`config.mk`:
```
export PLATFORM = sky130hd
export DESIGN_NAME = csa_job_scheduler_flat
export DESIGN_NICKNAME = d
export VERILOG_FILES = /design/src/rtl/csa_job_scheduler_if.sv /design/src/rtl/csa_job_scheduler.sv /design/src/flat_wrapper.sv
export SDC_FILE = /design/constraint.sdc
export NUM_CORES = 1
export LEC_CHECK = 0
export BUFFER_PORTS_ARGS = -buffer_cell sky130_fd_sc_hd__buf_4
export CAP_MARGIN = 20
export CORE_MARGIN = 5
export CORE_UTILIZATION = 45
export CTS_BUF_LIST = sky130_fd_sc_hd__clkbuf_2
export CTS_CLUSTER_DIAMETER = 150
export DETAILED_ROUTE_END_ITERATION = 8
export PLACE_DENSITY_LB_ADDON = 0.12
export SYNTH_ARGS = -nofsm -noshare
export SYNTH_HDL_FRONTEND = slang
export SYNTH_SLANG_ARGS = --single-unit
```
`constraint.sdc`:
```
create_clock -name clk -period 6.1 [get_ports clk]
set_input_delay 0.915 -clock clk [delete_from_list [all_inputs] [get_ports clk]]
set_output_delay 0.915 -clock clk [all_outputs]
set_load 0.05 [all_outputs]
```
`src/rtl/csa_job_scheduler_if.sv`:
```
// rtl/csa_job_scheduler_if.sv - channel, FIFO, core and output handshake bundle for csa_job_scheduler
interface csa_job_scheduler_if #(
  parameter int NUM_CH = 4
);
  logic              enable;
  logic [NUM_CH-1:0] ch_req;
  logic [NUM_CH-1:0] ch_grant;
  logic              csa_in_r_ready;
  logic              csa_in_ren;
  logic              core_start;
  logic [7:0]        core_round;
  logic              core_done;
  logic              core_abort;
  logic              out_wready;
  logic              out_wen;
  logic              job_done;
  logic [2:0]        job_ch;
  logic              err_timeout;

  modport master (
    input  enable, ch_req, csa_in_r_ready, core_done, out_wready,
    output ch_grant, csa_in_ren, core_start, core_round, core_abort,
           out_wen, job_done, job_ch, err_timeout
  );

  modport slave (
    output enable, ch_req, csa_in_r_ready, core_done, out_wready,
    input  ch_grant, csa_in_ren, core_start, core_round, core_abort,
           out_wen, job_done, job_ch, err_timeout
  );
endinterface

```
`src/rtl/csa_job_scheduler.sv`:
```
// rtl/csa_job_scheduler.sv - round-robin job sequencer for one shared CSA core
// Optional per-round watchdog enabled by defining CSA_SCHED_WATCHDOG_EN.
module csa_job_scheduler #(
  parameter int NUM_CH         = 4,
  parameter int CSA_CALC_TIMES = 5,
  parameter int WDT_CYCLES     = 1024
) (
  input  logic                 clk,
  input  logic                 rst_n,
  csa_job_scheduler_if.master  bus
);

  localparam logic [2:0] S_IDLE       = 3'd0;
  localparam logic [2:0] S_ARB        = 3'd1;
  localparam logic [2:0] S_FETCH      = 3'd2;
  localparam logic [2:0] S_CALC_START = 3'd3;
  localparam logic [2:0] S_CALC_WAIT  = 3'd4;
  localparam logic [2:0] S_DRAIN      = 3'd5;

  localparam int WDT_W = $clog2(WDT_CYCLES + 1);
`ifdef CSA_SCHED_WATCHDOG_EN
  localparam bit WDT_EN = 1'b1;
`else
  localparam bit WDT_EN = 1'b0;
`endif

  logic [2:0]        state_q, state_d;
  logic [2:0]        rr_ptr_q, rr_ptr_d;
  logic [2:0]        job_ch_q, job_ch_d;
  logic [NUM_CH-1:0] grant_q, grant_d;
  logic [7:0]        round_q, round_d;
  logic [WDT_W-1:0]  wdt_q, wdt_d;
  logic              err_q, err_d;

  logic              arb_found;
  logic [2:0]        arb_idx;
  logic [3:0]        arb_best;
  logic [3:0]        arb_dist;
  logic              fire_ren, fire_start, fire_wen, fire_abort;
  logic              last_round;

  // Pick the requester closest to rr_ptr going upward, distance taken modulo NUM_CH.
  always_comb begin
    arb_found = 1'b0;
    arb_idx   = 3'd0;
    arb_best  = 4'hF;
    arb_dist  = 4'd0;
    for (int j = 0; j < NUM_CH; j++) begin
      if (4'(j) >= {1'b0, rr_ptr_q}) arb_dist = 4'(j) - {1'b0, rr_ptr_q};
      else                           arb_dist = 4'(j) + 4'(NUM_CH) - {1'b0, rr_ptr_q};
      if (bus.ch_req[j] && (arb_dist < arb_best)) begin
        arb_best  = arb_dist;
        arb_idx   = 3'(j);
        arb_found = 1'b1;
      end
    end
  end

  assign last_round = (round_q == 8'(CSA_CALC_TIMES - 1));

  always_comb begin
    state_d    = state_q;
    rr_ptr_d   = rr_ptr_q;
    job_ch_d   = job_ch_q;
    grant_d    = grant_q;
    round_d    = round_q;
    wdt_d      = wdt_q;
    err_d      = err_q;
    fire_ren   = 1'b0;
    fire_start = 1'b0;
    fire_wen   = 1'b0;
    fire_abort = 1'b0;
    case (state_q)
      S_IDLE: begin
        if (bus.enable && (|bus.ch_req)) state_d = S_ARB;
      end
      S_ARB: begin
        if (arb_found) begin
          grant_d  = NUM_CH'(1) << arb_idx;
          job_ch_d = arb_idx;
          rr_ptr_d = (arb_idx == 3'(NUM_CH - 1)) ? 3'd0 : arb_idx + 3'd1;
          state_d  = S_FETCH;
        end else begin
          state_d  = S_IDLE;
        end
      end
      S_FETCH: begin
        if (bus.csa_in_r_ready) begin
          fire_ren = 1'b1;
          state_d  = S_CALC_START;
        end
      end
      S_CALC_START: begin
        fire_start = 1'b1;
        wdt_d      = '0;
        state_d    = S_CALC_WAIT;
      end
      S_CALC_WAIT: begin
        if (bus.core_done) begin
          if (last_round) begin
            state_d = S_DRAIN;
          end else begin
            round_d = round_q + 8'd1;
            state_d = S_CALC_START;
          end
        end else if (WDT_EN) begin
          // The WDT_CYCLES-th cycle spent waiting on one round kills the job.
          if (wdt_q == WDT_W'(WDT_CYCLES - 1)) begin
            fire_abort = 1'b1;
            err_d      = 1'b1;
            grant_d    = '0;
            job_ch_d   = 3'd0;
            round_d    = 8'd0;
            state_d    = S_IDLE;
          end else begin
            wdt_d = wdt_q + WDT_W'(1);
          end
        end
      end
      S_DRAIN: begin
        if (bus.out_wready) begin
          fire_wen = 1'b1;
          grant_d  = '0;
          job_ch_d = 3'd0;
          round_d  = 8'd0;
          state_d  = S_IDLE;
        end
      end
      default: state_d = S_IDLE;
    endcase
  end

  always_ff @(posedge clk or negedge rst_n) begin
    if (!rst_n) begin
      state_q  <= S_IDLE;
      rr_ptr_q <= 3'd0;
      job_ch_q <= 3'd0;
      grant_q  <= '0;
      round_q  <= 8'd0;
      wdt_q    <= '0;
      err_q    <= 1'b0;
    end else begin
      state_q  <= state_d;
      rr_ptr_q <= rr_ptr_d;
      job_ch_q <= job_ch_d;
      grant_q  <= grant_d;
      round_q  <= round_d;
      wdt_q    <= wdt_d;
      err_q    <= err_d;
    end
  end

  assign bus.ch_grant    = grant_q;
  assign bus.job_ch      = job_ch_q;
  assign bus.csa_in_ren  = fire_ren;
  assign bus.core_start  = fire_start;
  assign bus.core_round  = round_q;
  assign bus.core_abort  = fire_abort;
  assign bus.out_wen     = fire_wen;
  assign bus.job_done    = fire_wen;
  assign bus.err_timeout = err_q;

endmodule
```
`src/flat_wrapper.sv`:
```
// flat-port wrapper written by rule: the top's interface ports become plain ports
module csa_job_scheduler_flat 
#(
  parameter int NUM_CH         = 4,
  parameter int CSA_CALC_TIMES = 5,
  parameter int WDT_CYCLES     = 1024
)
  (clk, rst_n, bus_enable, bus_ch_req, bus_csa_in_r_ready, bus_core_done, bus_out_wready, bus_ch_grant, bus_csa_in_ren, bus_core_start, bus_core_round, bus_core_abort, bus_out_wen, bus_job_done, bus_job_ch, bus_err_timeout);
  csa_job_scheduler_if #(.NUM_CH(NUM_CH)) bus_i ();
  input  logic clk;
  input  logic rst_n;
  input wire logic [$bits(bus_i.enable)-1:0] bus_enable;
  input wire logic [$bits(bus_i.ch_req)-1:0] bus_ch_req;
  input wire logic [$bits(bus_i.csa_in_r_ready)-1:0] bus_csa_in_r_ready;
  input wire logic [$bits(bus_i.core_done)-1:0] bus_core_done;
  input wire logic [$bits(bus_i.out_wready)-1:0] bus_out_wready;
  output wire logic [$bits(bus_i.ch_grant)-1:0] bus_ch_grant;
  output wire logic [$bits(bus_i.csa_in_ren)-1:0] bus_csa_in_ren;
  output wire logic [$bits(bus_i.core_start)-1:0] bus_core_start;
  output wire logic [$bits(bus_i.core_round)-1:0] bus_core_round;
  output wire logic [$bits(bus_i.core_abort)-1:0] bus_core_abort;
  output wire logic [$bits(bus_i.out_wen)-1:0] bus_out_wen;
  output wire logic [$bits(bus_i.job_done)-1:0] bus_job_done;
  output wire logic [$bits(bus_i.job_ch)-1:0] bus_job_ch;
  output wire logic [$bits(bus_i.err_timeout)-1:0] bus_err_timeout;
  assign bus_i.enable = bus_enable;
  assign bus_i.ch_req = bus_ch_req;
  assign bus_i.csa_in_r_ready = bus_csa_in_r_ready;
  assign bus_i.core_done = bus_core_done;
  assign bus_i.out_wready = bus_out_wready;
  assign bus_ch_grant = bus_i.ch_grant;
  assign bus_csa_in_ren = bus_i.csa_in_ren;
  assign bus_core_start = bus_i.core_start;
  assign bus_core_round = bus_i.core_round;
  assign bus_core_abort = bus_i.core_abort;
  assign bus_out_wen = bus_i.out_wen;
  assign bus_job_done = bus_i.job_done;
  assign bus_job_ch = bus_i.job_ch;
  assign bus_err_timeout = bus_i.err_timeout;
  csa_job_scheduler #(.NUM_CH(NUM_CH), .CSA_CALC_TIMES(CSA_CALC_TIMES), .WDT_CYCLES(WDT_CYCLES)) u_core (.clk(clk), .rst_n(rst_n), .bus(bus_i));
endmodule
```
==> results.py, run 1 <==
metrics = {
    "outcome": {
        "status": "finished clean",
    },
    "power": {
        "p_switching_mw": 0.442,
        "clockPowerShare": 0.066,
        "p_leak_nw": 0.878,
        "share_seq_of_total_power": 0.274,
        "p_total_mw": 0.834,
        "peakVddDrop_v": 0.000237,
        "intPower_mw": 0.392,
        "share_comb_of_total_power": 0.660,
        "power_density_nw_per_um2": 479,
        "p_sw_frac": 0.530,
    },
    "timing": {
        "finClkSkew_ns": 0.0349,
        "setup_tns_ns": 0,
        "min_period_ns": 5.20,
        "rsz0062_at_grt": "false",
        "max_freq_ghz": 0.192,
        "slew_headroom": 0.481,
        "finalCritPeriodShare": 0.853,
        "finalMaxSlewViolations": 0,
        "finalSetupViolCount": 0,
        "tightest_slew_ns": 0.776,
        "hold_viol": 0,
    },
    "logic_synthesis": {
        "ys.flop_type": "dfrtp_1",
        "synth_edf_count": 0,
        "synth_area_sq_um": 1500,
        "synthArstFlopShare": 1.00,
        "synth_warnings": 0,
        "synth-seq-cells": 19,
        "ys_seq_area_frac": 0.316,
        "synth_area_per_cell_sq_um": 8.79,
        "synth_cells": 171,
        "yosysUniqueCellTypes": 46,
    },
    "drt": {
        "viasPerCell": 5.30,
        "num_vias": 1292,
        "wl_met3_microns": 177,
        "antenna_left": 0,
        "drt_wl_total_microns": 3300,
        "met2_length_microns": 1510,
        "drc_errors": 0,
        "routedWlPerCell_microns": 13.5,
        "drtIter0Drc": 75,
        "firstDrtPassIters": 4,
        "maxUsedRoutingLayer": "met4",
        "wl_met1_microns": 1580,
    },
    "floorplan": {
        "dieArea_sq_um": 4600,
        "die_w_microns": 67.8,
        "ios": 31,
        "initial_utilization": 0.458,
        "core_sq_um": 3280,
        "dieHeight_microns": 67.8,
        "rows": 21,
    },
    "layout": {
        "antenna_cells": 0,
        "layout_commonest_cell": "buf_4",
        "layout.nets": 225,
        "final_cell_mix": "27 x buf_4, 19 x dfrtp_1, 16 x ha_1, 14 x inv_1, 13 x nand2_1",
        "area_growth_pct": 15.8,
        "drive_above_1_share": 0.187,
    },
    "cts": {
        "clk_pin_slew_ns": 0.21,
        "post_cts_buffers": 0,
        "worstSkewPairLatency_ns": 0.33,
        "clockBufferDepth": 2,
        "cts_buffers": 3,
        "cts_tree": "built",
        "htreeDepth": 1,
        "hold_buffers": 0,
        "cts_root_buf": "clkbuf_2",
        "postCtsResizedCells": 0,
        "cts_sinks": 19,
    },
    "global_route": {
        "first_global_vias": 1259,
        "antenna_found_initial": 0,
        "overflow": 0,
        "grt_max_degree": 20,
        "grt_first_pass_wirelength_microns": 5660,
        "grt_usage": 0.160,
    },
    "placed_design": {
        "post-dp-hpwl_microns": 2530,
        "gp_congestion": 0.861,
        "port_buffers": 27,
    },
    "setup_path": {
        "crit_fanout": 7,
        "arrival_ns": 5.44,
        "endpoint_kind": "flop",
        "worstPathCellList": "inv_1 -> ha_1 -> a21boi_0 -> ha_1 -> nand2_1 -> and2_1 -> nand3_1 -> mux2i_1 -> ha_1 -> a211oi_1 -> nand3_1 -> a21o_1 -> mux2_2 -> ha_1 -> nand3b_1 -> nand2_1 -> a41o_1 -> nor3b_1 -> o21ai_0 -> inv_1 -> ha_1 -> o21ai_0",
        "path_class": "flop to flop",
        "required_ns": 6.33,
        "crit_top_cell": "ha_1",
        "critPathLaunchType": "flop",
        "cpMaxStageDelayCell": "dfrtp_1",
        "crit_start": "u_core.rr_ptr_q[0]$_DFFE_PN0P_",
        "slowest_delay_ns": 0.52,
        "r2r_start": "u_core.rr_ptr_q[0]$_DFFE_PN0P_",
    },
    "worst_hold_path": {
        "hold_path.class": "input port to async pin",
    },
    "run": {
        "maxCapViolations": 0,
    },
}
[layout make-up]
| cell class | count | area, sq um |
|---|---|---|
| sequential | 19 | 475 |
| fill | 304 | 1540 |
| tap | 46 | 57.6 |
| inverter | 14 | 52.6 |
| clock buffer | 3 | 15.0 |
| timing repair buffer | 27 | 203 |
| multi-input combinational | 134 | 933 |
| clock inverter | 1 | 5.00 |
[state kept, by name (all words and copies together), names as in the netlist]
register and flops:
u_core.bus.ch_grant 4, u_core.bus.job_ch 2, u_core.bus.core_round 8, u_core.rr_ptr_q 2, u_core.state_q 3
[cells in the mapped netlist (all sizes together) (4+ instances only)]
library cell | instances | area, sq um
ha | 16 | 200
nor3b | 4 | 30.0
nand3 | 11 | 55.1
o21ai | 12 | 60.1
dfrtp | 19 | 475
buf | 5 | 41.3
nor2b | 4 | 25.0
and2 | 4 | 27.5
nor2 | 11 | 41.3
nand2 | 13 | 48.8
inv | 14 | 52.6
nand2b | 5 | 31.3
xor2 | 6 | 52.6
nand4 | 5 | 31.3
[path summary, 6_finish.rpt]
check	endpoint	slack, ns	depth (start not counted)
setup reg to reg	u_core.rr_ptr_q[1]$_DFFE_PN0P_	0.90	22
hold reg to reg	u_core.bus.ch_grant[1]$_DFFE_PN0P_	0.52	2
min in group clk	u_core.bus.ch_grant[1]$_DFFE_PN0P_	0.52	2
setup / recovery	u_core.rr_ptr_q[1]$_DFFE_PN0P_	0.90	22
hold / removal	u_core.state_q[2]$_DFFE_PN0P_	0.41	1
max in group asynchronous	u_core.bus.ch_grant[1]$_DFFE_PN0P_	5.44	1
[power by group through the flow]
stage	logic [mW]	clock network (mW)	registers, mW
after detailed placement	0.548	0	0.231
after global routing	0.607	0.0654	0.238
after floorplan	0.357	0	0.295
final	0.551	0.0551	0.228
after global placement	0.539	0	0.229
after CTS	0.552	0.0595	0.229
[stage by stage]
| stage | util | hold slack [ns] | std cells | area (sq um) | setup slack (ns) |
|---|---|---|---|---|---|
| floorplan | - | 0.510 | 176 | 1520 | 1.42 |
| global placement | 0.524 | 0.489 | 240 | 1720 | 0.923 |
| detailed placement | 0.524 | 0.495 | 240 | 1720 | 0.706 |
| CTS | 0.530 | 0.392 | 244 | 1740 | 0.948 |
| global route | 0.530 | 0.370 | 244 | 1740 | 0.547 |
| finish | 0.530 | 0.412 | 244 | 1740 | 0.896 |
[cells by family after synthesis]
| family | Yosys count | synth area share |
|---|---|---|
| other | 1 | 0.00249 |
| adders and majority gates | 16 | 0.133 |
| AOI/OAI and AO/OA | 33 | 0.166 |
| and+or+nand+nor | 71 | 0.258 |
| xor gates and xnor gates | 6 | 0.0349 |
| DFF | 19 | 0.316 |
| buffers and inverters | 23 | 0.0757 |
| muxes | 2 | 0.0141 |
[per-layer routing]
layer	vias up	track usage
li1	652	-
met1	601	0.202
met2	34	0.275
met3	5	0.0361
met4	0	0.0447
met5	-	0
[critical path: cells and delay by family (launching register included)]
kind                     cells  cell delay [ns]
AND/OR/NAND/NOR              7             0.88
AO/OA/AOI/OAI                6             1.65
buffers and inverters        2             0.26
flip-flops                   1             0.52
adder cells (fa/ha/maj)      5             1.37
multiplexers                 2             0.47
Note: power is estimated with default switching activity, not from simulation.
==> run 2: changes to the inputs <==
Settings changed: PLACE_DENSITY set to 0.72, PLACE_DENSITY_LB_ADDON 0.12 to not set.
==> run 2 against run 1 <==
Register-to-register slack better by 0.05 ns. Core utilization unchanged. Clock-buffer cell count grew 1. Clock power fell by 1%. Via count unchanged. Critical path type unchanged.
==> results.py, run 2 (synthesis results as in run 1) <==
metrics = {
    "global_route": {
        "met2_usage": 0.295,
        "grt_first_pass_wirelength_microns": 5580,
        "use_met3": 0.0164,
        "use_met1": 0.191,
        "overflow": 0,
        "first_global_vias": 1244,
        "antenna_found_initial": 0,
        "grt_usage": 0.159,
        "grt_max_degree": 20,
        "grt_busiest_layer": "met2",
    },
    "timing": {
        "min_period_ns": 5.16,
        "finalMaxSlewViolations": 0,
        "rsz0062_at_grt": "false",
        "hold_viol": 0,
        "setup_tns_ns": 0,
        "holdWs_ns": 0.454,
        "tightest_slew_ns": 0.722,
        "max_freq_ghz": 0.194,
        "slew_headroom": 0.517,
        "finalCritPeriodShare": 0.846,
        "finalSetupViolCount": 0,
        "finClkSkew_ns": 0.00336,
    },
    "cts": {
        "post_cts_buffers": 0,
        "hold_buffers": 0,
        "clockBufferDepth": 2,
        "cts_buffers": 3,
        "worstSkewPairLatency_ns": 0.29,
        "cts_tree": "built",
        "postCtsResizedCells": 0,
        "cts_root_buf": "clkbuf_2",
        "cts_sinks": 19,
        "htreeDepth": 1,
        "clk_pin_slew_ns": 0.17,
    },
    "layout": {
        "final_cells": 244,
        "largest_reg_flops": 8,
        "final_util": 0.530,
        "antenna_cells": 0,
        "drive_above_1_share": 0.187,
        "area_growth_pct": 15.8,
        "fill_cells": 337,
        "final_cell_area_sq_um": 1740,
        "final_cell_mix": "27 x buf_4, 19 x dfrtp_1, 16 x ha_1, 14 x inv_1, 13 x nand2_1",
        "layout.nets": 225,
        "layout_commonest_cell": "buf_4",
    },
    "setup_path": {
        "critPathLaunchType": "flop",
        "required_ns": 6.33,
        "endpoint_kind": "flop",
        "crit_fanout": 7,
        "arrival_ns": 5.39,
        "path_class": "flop to flop",
    },
    "floorplan": {
        "die_w_microns": 67.8,
        "ios": 31,
        "initial_utilization": 0.458,
        "dieHeight_microns": 67.8,
        "rows": 21,
        "core_sq_um": 3280,
        "dieArea_sq_um": 4600,
    },
    "drt": {
        "drc_errors": 0,
        "drtIter0Drc": 42,
        "routedWlPerCell_microns": 13.4,
        "firstDrtPassIters": 4,
        "antenna_left": 0,
        "num_vias": 1292,
        "drt_wl_total_microns": 3280,
        "viasPerCell": 5.30,
    },
    "outcome": {
        "status": "finished clean",
    },
    "placed_design": {
        "port_buffers": 27,
        "gp_congestion": 0.889,
        "dp_cells": 240,
        "placed_area_sq_um": 1720,
        "post-dp-hpwl_microns": 2630,
    },
    "power": {
        "p_leak_nw": 0.878,
        "peakVddDrop_v": 0.000271,
        "power_density_nw_per_um2": 480,
    },
    "worst_hold_path": {
        "hold_path.class": "input port to async pin",
    },
    "run": {
        "maxCapViolations": 0,
    },
}
-- run 2: layout make-up --
cell class / count / area, sq um / area share
timing repair buffer: 27 / 203 / 0.116
inverter: 14 / 52.6 / 0.0302
clock buffer: 4 / 20.0 / 0.0115
tap: 46 / 57.6 / 0.0330
multi-input combinational: 134 / 933 / 0.536
sequential: 19 / 475 / 0.273
-- run 2: power breakdown --
part           leakage [nW]  total (mW)  switching, mW  internal [mW]
Clock                0.0166      0.0545         0.0371         0.0174
Combinational         0.612       0.553          0.344          0.209
Sequential            0.249       0.228         0.0588          0.169
-- run 2: path summary, 6_finish.rpt --
check | startpoint | endpoint | slack (ns) | depth (start not counted)
worst max-delay path | u_core.rr_ptr_q[0]$_DFFE_PN0P_ | u_core.rr_ptr_q[1]$_DFFE_PN0P_ | 0.94 | 23
worst min-delay path | rst_n | u_core.state_q[0]$_DFFE_PN0P_ | 0.45 | 1
worst max register to register | u_core.rr_ptr_q[0]$_DFFE_PN0P_ | u_core.rr_ptr_q[1]$_DFFE_PN0P_ | 0.94 | 23
worst min register to register | u_core.bus.ch_grant[1]$_DFFE_PN0P_ | u_core.bus.ch_grant[1]$_DFFE_PN0P_ | 0.52 | 2
max in group asynchronous | rst_n | u_core.bus.core_round[3]$_DFFE_PN0P_ | 5.45 | 1
min in group clk | u_core.bus.ch_grant[1]$_DFFE_PN0P_ | u_core.bus.ch_grant[1]$_DFFE_PN0P_ | 0.52 | 2
-- run 2: metrics by stage --
stage	setup slack [ns]	power, mW
floorplan	1.42	0.652
global placement	0.877	0.760
detailed placement	0.693	0.782
CTS	0.938	0.841
global route	0.540	0.917
finish	0.942	0.836
-- run 2: layer usage --
layer | vias up | routed length [microns]
met2 | 24 | 1710
li1 | 651 | -
met5 | - | 0
met3 | 4 | 100
met1 | 613 | 1440
met4 | 0 | 36
-- run 2: critical path, cell delays in order, from the launching register on --
cell and delay (ns):
dfrtp_1 0.50, inv_1 0.16, ha_1 0.16, inv_1 0.04, a21boi_0 0.23, ha_1 0.32
nand2_1 0.11, and2_1 0.22, nand3_1 0.17, mux2i_1 0.18, ha_1 0.24, a211oi_1 0.30
nand3_1 0.13, a21o_1 0.24, mux2_2 0.29, ha_1 0.30, nand3b_1 0.09, nand2_1 0.05
a41o_1 0.21, nor3b_1 0.13, o21ai_0 0.43, inv_1 0.13, ha_1 0.32, o21ai_0 0.15
==> run 3: changes to the inputs <==
Settings changed: ABC_AREA set to 1.
Clock period 6.1 ns to 5.25 ns, I/O delays scaled along.
==> run 3 against run 2 <==
Routed wire length fell by 16%. Die area is 5.3% lower. Largest cell class unchanged. Clock skew decreased by 0.0013 ns. Worst setup slack improved by 0.48 ns. Synthesized cell count rose by 16%. Combinational power up 16%.
==> results.py, run 3 <==
metrics = {
    "setup_path": {
        "path_class": "flop to flop",
        "crit_fanout": 6,
        "slowest_delay_ns": 0.47,
        "crit_top_cell": "nand2_1",
        "cp_num_buf_inv": 6,
        "arrival_ns": 4.07,
        "cpLargestDelayFamily": "adder cells",
        "critPathLaunchType": "flop",
        "cpMaxStageDelayCell": "dfrtp_1",
        "required_ns": 5.49,
        "endpoint_kind": "flop",
    },
    "cts": {
        "cts_tree": "built",
        "postCtsResizedCells": 0,
        "cts_root_buf": "clkbuf_2",
        "clk_pin_slew_ns": 0.18,
        "worstSkewPairLatency_ns": 0.30,
        "hold_buffers": 0,
        "post_cts_buffers": 0,
        "htreeDepth": 1,
        "clockBufferDepth": 2,
        "cts_buffers": 3,
        "cts_sinks": 19,
    },
    "placed_design": {
        "post-dp-hpwl_microns": 2200,
        "port_buffers": 27,
        "placed_area_sq_um": 1640,
        "gp_congestion": 0.840,
    },
    "timing": {
        "min_period_ns": 3.83,
        "holdWs_ns": 0.312,
        "rsz0062_at_grt": "false",
        "finalMaxSlewViolations": 0,
        "finalSetupViolCount": 0,
        "finalCritPeriodShare": 0.730,
        "slew_headroom": 0.628,
        "tightest_slew_ns": 0.553,
        "max_freq_ghz": 0.261,
        "finClkSkew_ns": 0.00211,
        "hold_viol": 0,
        "setup_tns_ns": 0,
    },
    "logic_synthesis": {
        "synth_largest_area_cell": "dfrtp_1",
        "synth-seq-cells": 19,
        "synth_area_per_cell_sq_um": 7.12,
        "yosysUniqueCellTypes": 23,
        "synthArstFlopShare": 1.00,
        "synth_top_area_share": 0.337,
        "synth_area_sq_um": 1410,
        "synth_warnings": 0,
        "netlist_top_cells_area": "dfrtp_1 34%, ha_1 14%, nand2_1 13%, inv_1 8.8%, nor2_1 5.1%",
        "synth_edf_count": 0,
        "synth_cells": 198,
        "ys_seq_area_frac": 0.337,
        "synth_common_cells": "49 x nand2_1, 33 x inv_1, 19 x dfrtp_1, 19 x nor2_1, 16 x ha_1",
        "ys.flop_type": "dfrtp_1",
        "synth_most_common_cell": "nand2_1",
    },
    "floorplan": {
        "initial_utilization": 0.466,
        "dieArea_sq_um": 4350,
        "core_sq_um": 3030,
        "ios": 31,
        "die_w_microns": 66.0,
        "dieHeight_microns": 66.0,
        "rows": 20,
    },
    "global_route": {
        "grt_max_degree": 20,
        "antenna_found_initial": 0,
        "overflow": 0,
        "first_global_vias": 1175,
        "grt_usage": 0.143,
        "grt_first_pass_wirelength_microns": 4940,
    },
    "drt": {
        "firstDrtPassIters": 4,
        "antenna_left": 0,
        "drt_wl_total_microns": 2770,
        "viasPerCell": 4.66,
        "drc_errors": 0,
        "drtIter0Drc": 58,
        "num_vias": 1268,
        "routedWlPerCell_microns": 10.2,
    },
    "outcome": {
        "status": "finished clean",
    },
    "layout": {
        "final_cell_mix": "49 x nand2_1, 33 x inv_1, 27 x buf_4, 19 x nor2_1, 19 x dfrtp_1",
        "area_growth_pct": 17.7,
        "drive_above_1_share": 0.175,
        "fill_cells": 292,
        "layout.nets": 255,
        "final_cell_area_sq_um": 1660,
        "layout_commonest_cell": "nand2_1",
        "largest_reg_flops": 8,
        "antenna_cells": 0,
    },
    "power": {
        "peakVddDrop_v": 0.000337,
        "p_leak_nw": 0.957,
        "power_density_nw_per_um2": 584,
        "p_total_mw": 0.970,
    },
    "worst_hold_path": {
        "hold_path.class": "input port to async pin",
    },
    "run": {
        "maxCapViolations": 0,
    },
}
run 3: worst paths after layout:
kind	startpoint	to	slack, ns	cells after the start
min reg2reg	u_core.bus.ch_grant[0]$_DFFE_PN0P_	u_core.bus.ch_grant[0]$_DFFE_PN0P_	0.52	2
max reg2reg	u_core.rr_ptr_q[1]$_DFFE_PN0P_	u_core.rr_ptr_q[1]$_DFFE_PN0P_	1.42	27
max in group asynchronous	rst_n	u_core.state_q[1]$_DFFE_PN0P_	4.74	1
min in group clk	u_core.bus.ch_grant[0]$_DFFE_PN0P_	u_core.bus.ch_grant[0]$_DFFE_PN0P_	0.52	2
max	u_core.rr_ptr_q[1]$_DFFE_PN0P_	u_core.rr_ptr_q[1]$_DFFE_PN0P_	1.42	27
min	rst_n	u_core.bus.ch_grant[2]$_DFFE_PN0P_	0.31	1
run 3: cells by family (layout without fill, tap and decap cells):
kind of cell / Yosys count / after routing / share of synthesized area
fa+ha+maj: 16 / 16 / 0.142
flops: 19 / 19 / 0.337
other cells: 1 / 6 / 0.00266
buf+inv: 40 / 65 / 0.123
simple gates: 98 / 98 / 0.303
compound gates: 24 / 24 / 0.0923
run 3: per-stage QoR:
| stage | setup WS, ns | utilization | instances |
|---|---|---|---|
| floorplan | 1.69 | - | 203 |
| global placement | 1.35 | 0.542 | 268 |
| detailed placement | 1.26 | 0.542 | 268 |
| CTS | 1.39 | 0.548 | 272 |
| global route | 0.987 | 0.548 | 272 |
| finish | 1.42 | 0.548 | 272 |
run 3: final cells by class:
type	count	area [sq um]	share of cell area
multi-input combinational	144	779	0.469
inverter	34	128	0.0769
clock buffer	3	15.0	0.00904
clock inverter	1	5.00	0.00301
sequential	19	475	0.286
timing repair buffer	27	203	0.122
tap	44	55.1	0.0332
run 3: worst reg2reg max path, cell delays in order, from the launching register on:
cell and delay (ns):
dfrtp_1 0.47, inv_1 0.16, ha_1 0.16, inv_1 0.04, a21oi_1 0.18, ha_1 0.27
a21oi_1 0.16, nand2_2 0.10, inv_1 0.10, nand2_1 0.07, o21ai_0 0.10, inv_1 0.07
ha_1 0.30, nand2_1 0.06, inv_1 0.04, nand2_2 0.08, nand2_4 0.07, nand2_1 0.07
o21ai_0 0.08, ha_1 0.27, nand2_1 0.06, nand2_1 0.04, nand2_1 0.06, nand2_2 0.06
nand2_1 0.13, inv_1 0.08, ha_1 0.28, o21ai_0 0.16
run 3: power breakdown:
part	switching, mW	leakage [nW]	internal (mW)
sequential	0.0591	0.245	0.206
clock	0.0455	0.0164	0.0173
combinational	0.442	0.696	0.200
total	0.547	0.957	0.423
run 3: layer usage:
layer / up-vias / wire [microns] / share of wire / global-route usage
met5: - / 0 / 0 / 0
met4: 0 / 15 / 0.0054 / 0.0305
met3: 2 / 112 / 0.040 / 0.0357
met2: 25 / 1210 / 0.44 / 0.220
met1: 565 / 1430 / 0.52 / 0.203
li1: 676 / - / - / -
